File: config.mk
export PLATFORM = sky130hd
export DESIGN_NAME = ahb_arbiter
export DESIGN_NICKNAME = d
export VERILOG_FILES = /design/src/rtl/ahb_pkg.sv /design/src/rtl/ahb_arb_pick.sv /design/src/rtl/ahb_arbiter.sv
export SDC_FILE = /design/constraint.sdc
export NUM_CORES = 1
export LEC_CHECK = 0
export CAP_MARGIN = 20
export CORE_MARGIN = 5
export CORE_UTILIZATION = 18
export CTS_CLUSTER_SIZE = 16
export DETAILED_ROUTE_END_ITERATION = 8
export PLACE_DENSITY = 0.89
export SKIP_LAST_GASP = 1
export SYNTH_ARGS = -nofsm -noshare
export SYNTH_HDL_FRONTEND = slang
export SYNTH_SLANG_ARGS = --single-unit
File: constraint.sdc
create_clock -name HCLK -period 1.7 [get_ports HCLK]
set_input_delay 0.34 -clock HCLK [delete_from_list [all_inputs] [get_ports HCLK]]
set_output_delay 0.34 -clock HCLK [all_outputs]
set_load 0.1 [all_outputs]
File: src/rtl/ahb_pkg.sv
// ahb_pkg: shared AHB-Lite transfer types and HTRANS encodings.
package ahb_pkg;
  typedef logic [1:0] htrans_t;
  typedef logic mst_idx_t;
  localparam htrans_t HTRANS_IDLE   = 2'b00;
  localparam htrans_t HTRANS_BUSY   = 2'b01;
  localparam htrans_t HTRANS_NONSEQ = 2'b10;
  localparam htrans_t HTRANS_SEQ    = 2'b11;
endpackage

File: src/rtl/ahb_arb_pick.sv
// ahb_arb_pick: next-grant selection; AHB_ARB_RR_EN selects round-robin ties, else master 0 wins.
module ahb_arb_pick
  import ahb_pkg::*;
(
  input  logic [1:0] req,
  input  logic       hold,
  input  logic [1:0] grant_q,
`ifdef AHB_ARB_RR_EN
  input  mst_idx_t   last_owner,
`endif
  output logic [1:0] grant_d
);
  logic [1:0] win;
  always_comb begin
`ifdef AHB_ARB_RR_EN
    win = (&req) ? (last_owner ? 2'b01 : 2'b10) : (req[1] & ~req[0]) ? 2'b10 : 2'b01;
`else
    win = (req[1] & ~req[0]) ? 2'b10 : 2'b01;
`endif
    grant_d = hold ? grant_q : win;
  end
endmodule

File: src/rtl/ahb_arbiter.sv
// ahb_arbiter: two-master AHB-Lite arbiter with grant, address/data owner tracking and bus muxes (AHB_ARB_RR_EN enables round-robin).
module ahb_arbiter
  import ahb_pkg::*;
#(
  parameter int ADDR_W = 32,
  parameter int DATA_W = 32
) (
  input  logic              HCLK,
  input  logic              HRESET,
  input  logic [1:0]        HBUSREQ,
  input  logic [ADDR_W-1:0] M0_HADDR,
  input  logic [ADDR_W-1:0] M1_HADDR,
  input  htrans_t           M0_HTRANS,
  input  htrans_t           M1_HTRANS,
  input  logic              M0_HWRITE,
  input  logic              M1_HWRITE,
  input  logic [2:0]        M0_HSIZE,
  input  logic [2:0]        M1_HSIZE,
  input  logic [DATA_W-1:0] M0_HWDATA,
  input  logic [DATA_W-1:0] M1_HWDATA,
  input  logic              HREADY,
  output logic [1:0]        HGRANT,
  output logic              HMASTER,
  output logic              HMASTER_D,
  output logic [ADDR_W-1:0] HADDR,
  output htrans_t           HTRANS,
  output logic              HWRITE,
  output logic [2:0]        HSIZE,
  output logic [DATA_W-1:0] HWDATA
);
  logic [1:0] grant_q, grant_d, pick_grant;
  mst_idx_t   addr_own_q, addr_own_d, data_own_q, data_own_d;
  logic       hold;
`ifdef AHB_ARB_RR_EN
  mst_idx_t   last_owner_q, last_owner_d;
`endif

  always_comb begin
    HADDR      = addr_own_q ? M1_HADDR : M0_HADDR;
    HTRANS     = addr_own_q ? M1_HTRANS : M0_HTRANS;
    HWRITE     = addr_own_q ? M1_HWRITE : M0_HWRITE;
    HSIZE      = addr_own_q ? M1_HSIZE : M0_HSIZE;
    HWDATA     = data_own_q ? M1_HWDATA : M0_HWDATA;
    hold       = (HTRANS == HTRANS_SEQ) || (HTRANS == HTRANS_BUSY) ||
                 (HBUSREQ[addr_own_q] && HTRANS == HTRANS_NONSEQ);
    grant_d    = HREADY ? pick_grant : grant_q;
    addr_own_d = HREADY ? grant_q[1] : addr_own_q;
    data_own_d = HREADY ? addr_own_q : data_own_q;
`ifdef AHB_ARB_RR_EN
    last_owner_d = HREADY ? grant_q[1] : last_owner_q;
`endif
    HGRANT     = grant_q;
    HMASTER    = addr_own_q;
    HMASTER_D  = data_own_q;
  end

  ahb_arb_pick u_pick (
    .req        (HBUSREQ),
    .hold       (hold),
    .grant_q    (grant_q),
`ifdef AHB_ARB_RR_EN
    .last_owner (last_owner_q),
`endif
    .grant_d    (pick_grant)
  );

  always_ff @(posedge HCLK) begin
    if (HRESET) begin
      grant_q    <= 2'b01;
      addr_own_q <= 1'b0;
      data_own_q <= 1'b0;
`ifdef AHB_ARB_RR_EN
      last_owner_q <= 1'b0;
`endif
    end else begin
      grant_q    <= grant_d;
      addr_own_q <= addr_own_d;
      data_own_q <= data_own_d;
`ifdef AHB_ARB_RR_EN
      last_owner_q <= last_owner_d;
`endif
    end
  end
endmodule

==> metrics.md <==
| Metric | Value |
|---|---|
| # setup viols final | 0 |
| H-Tree Depth | 1 |
| Grt total ovfl | 0 |
| Sequential area share after synthesis | 7.81% |
| CTS tree | built |
| Final Cycle Share | 98.9% |
| # rows | 27 |
| Commonest non-fill, non-tap cell in the layout | clkdlybuf4s50_1 |
| FF-to-FF End | HGRANT[0] |
| #FFs+latches synth | 4 |
| Largest net degree at the start of global routing | 29 |
| Peak VDD IR | 339 µV |
| Period minus WS final | 1.68 ns |
| Vias per inst | 4.33 |
| Worst slew margin | 88.9% |
| RSZ-0062 raised after global routing | yes |
| Cell Int Power | 1000 µW |
| Max-cap violations | 0 |
| # hold bufs at CTS | 0 |
| Post-route ant nets | 0 |
| Top layer in use | met4 |
| Hold depth | 2 |
| Worst-path fanout max | 15 |
| Fin nets | 468 |
| DP HPWL | 6.79 mm |
| Syn Area/Cell | 10.6 µm² |
| Post-route DRC violation count | 0 |
| GRT Util Overall | 19.7% |
| Die ar. | 7300 µm² |
| Pleak | 0.00177 µW |
| Placeable Area | 5510 µm² |
| Drt wl/cell | 19.0 µm |
| Root buf cell | clkbuf_8 |
| Sequential power share | 4.9% |
| TritonCTS Buffers | 3 |
| Die Span Y | 85.5 µm |
| Worst-path clk slew | 0.03 ns |
| Clk_lat worst skew | 0.22 ns |
| M1 WL | 2.18 mm |
| Worst reg2reg path depth | 5 |
| Worst EP required | 1.36 ns |
| Fraction of layout cells with a size suffix above 1 | 51.7% |
| Power Density | 457 nW/µm² |
| Initial antenna violation count | 0 |
| Comb pwr share | 84.8% |
| Switching Share | 48.8% |
| Mux cell area share after synthesis | 81.3% |
| Hold Violations, Final | 0 |
| Cell count after synthesis | 97 |
| CP Capture Type | output port |
| Setup TNS Final | 0 ns |
| Pins Over Slew Limit | 0 |
| Compound-cell area share of the yosys netlist | 2.81% |
| CP Data Arrival Time | 1.34 ns |
| Post-synthesis simple-gate area fraction | 2.69% |
| N_diodes | 0 |
| Switching pwr | 955 µW |
| # IOs | 219 |
| Startpoint Class | flip-flop |
| Syn Std Cell Area | 1020 µm² |
| Min-Delay Path Class | reg -> reg |
| Synth unique cells | 14 |
| R2R Setup Slk | 0.34 ns |
| Synth Area in Adders | 0% |
| Maximum buffer depth of the clock tree | 2 |
| WL met3 | 811 µm |
| Vias after detailed routing | 1702 |
| Tightest Pin Transition | 0.162 ns |
| Post-synthesis xor/xnor area fraction | 0% |
| Final core occ | 77.8% |
| Commonest cells after routing, fill and taps aside | clkdlybuf4s50_1, buf_12, mux2_2 |
| Clock power frac | 10.3% |
| Mapped Nets | 242 |
| Largest family of logic cells by synthesized area | multiplexers |
| Max frequency | 595 MHz |
| Vias in the first global route | 2120 |
| Clock sinks | 4 |
| Crit Path Category | reg -> out |
| Syn-to-layout area delta | 318% |
| R2r startpoint | HMASTER |
| Fill count | 349 |
| Met2 WL | 4.24 mm |
| I/O Buffers | 218 |
| Starting density of the core | 18.6% |
| Syn. warnings | 0 |
| Initial DRC Count | 11 |
| Hold Path End | HMASTER |
| Status | finished clean |
| GP Congestion | 0.851 |
| Hold path start | HGRANT[1] |
| Detailed Routing Iterations Pass 1 | 2 |
| First-pass GRT wire length | 11.2 mm |
| Layout Skew | 0.000792 ns |
| Die W | 85.5 µm |
| Routed WL | 7.47 mm |
-- flip-flops by register name (all words and copies together), names as in the netlist --
signal	flops
HMASTER	1
HGRANT	2
HMASTER_D	1
-- synth_stat cells --
library cell | n | area [µm²]
a211oi_1 | 1 | 7.51
a211oi_2 | 1 | 12.5
buf_2 | 8 | 40.0
buf_6 | 1 | 11.3
dfxtp_1 | 4 | 80.1
inv_2 | 1 | 3.75
mux2_2 | 70 | 788
mux2_4 | 1 | 15.0
mux2i_1 | 3 | 30.0
nand2_1 | 1 | 3.75
nand2b_1 | 1 | 6.26
nor2_1 | 3 | 11.3
o21a_2 | 1 | 8.76
or2_2 | 1 | 6.26
-- through the flow --
stage | setup WS, ns | std cells | hold slack [ns] | cell area [µm²] | total power (µW)
floorplan | -0.0863 | 97 | 0.403 | 1170 | 959
global placement | 0.0954 | 384 | 0.544 | 4180 | 1740
detailed placement | 0.0679 | 384 | 0.577 | 4180 | 1760
CTS | -0.00420 | 392 | 0.563 | 4260 | 1970
global route | -0.0205 | 393 | 0.635 | 4280 | 2010
finish | 0.0191 | 393 | 0.558 | 4280 | 1960
-- how the worst max path moves through the flow --
stage | endpoint | cells after the start | from | slack (ns)
after global placement | HGRANT[0] | 4 | M0_HTRANS[1] | 0.1
final | HADDR[30] | 3 | HMASTER | 0.02
after global routing | HSIZE[1] | 3 | HMASTER | -0.02
after detailed placement | HTRANS[1] | 3 | M1_HTRANS[1] | 0.07
after floorplan | HADDR[0] | 3 | HMASTER | -0.09
after CTS | HADDR[23] | 3 | HMASTER | -0.004
-- critical path: stages, from the launching register on --
cell and delay, ns:
dfxtp_4 0.37, buf_6 0.19, mux2_2 0.39, buf_12 0.17
-- cell families after synthesis --
| kind of cell | count (synthesis) |
|---|---|
| DFF | 4 |
| buffers and inverters | 10 |
| AOI/OAI and AO/OA | 3 |
| muxes | 74 |
| and+or+nand+nor | 6 |
-- layer usage --
| metal | GRT usage [%] | vias up |
|---|---|---|
| met5 | 0 | - |
| met4 | 7.05 | 0 |
| met3 | 7.96 | 20 |
| met2 | 39.5 | 115 |
| met1 | 17.1 | 754 |
| li1 | - | 813 |
-- power by group through the flow --
stage          registers, µW  clock network [µW]  logic [µW]
4_1_cts                 95.8                 203        1670
3_5_place_dp            97.7                   0        1660
2_1_floorplan            109                   0         850
6_report                96.0                 202        1660
3_3_place_gp            97.6                   0        1640
5_1_grt                 96.3                 213        1700
-- what timing repair did --
| action | CTS | global route |
|---|---|---|
| resized for setup | 1 | 0 |
| setup endpoints to repair | 30 | 12 |
| buffers inserted | 5 | 0 |
| gates cloned | 0 | 1 |
-- area by class of cell --
cell class	count	area [µm²]	share of cell area, %
Clock buffer	3	41.3	0.964
Inverter	1	3.75	0.0876
Multi-Input combinational cell	83	1000	23.4
Sequential cell	4	87.6	2.04
Tap cell	72	90.1	2.10
Timing Repair Buffer	230	3060	71.4
(Power assumes the default switching activity.)
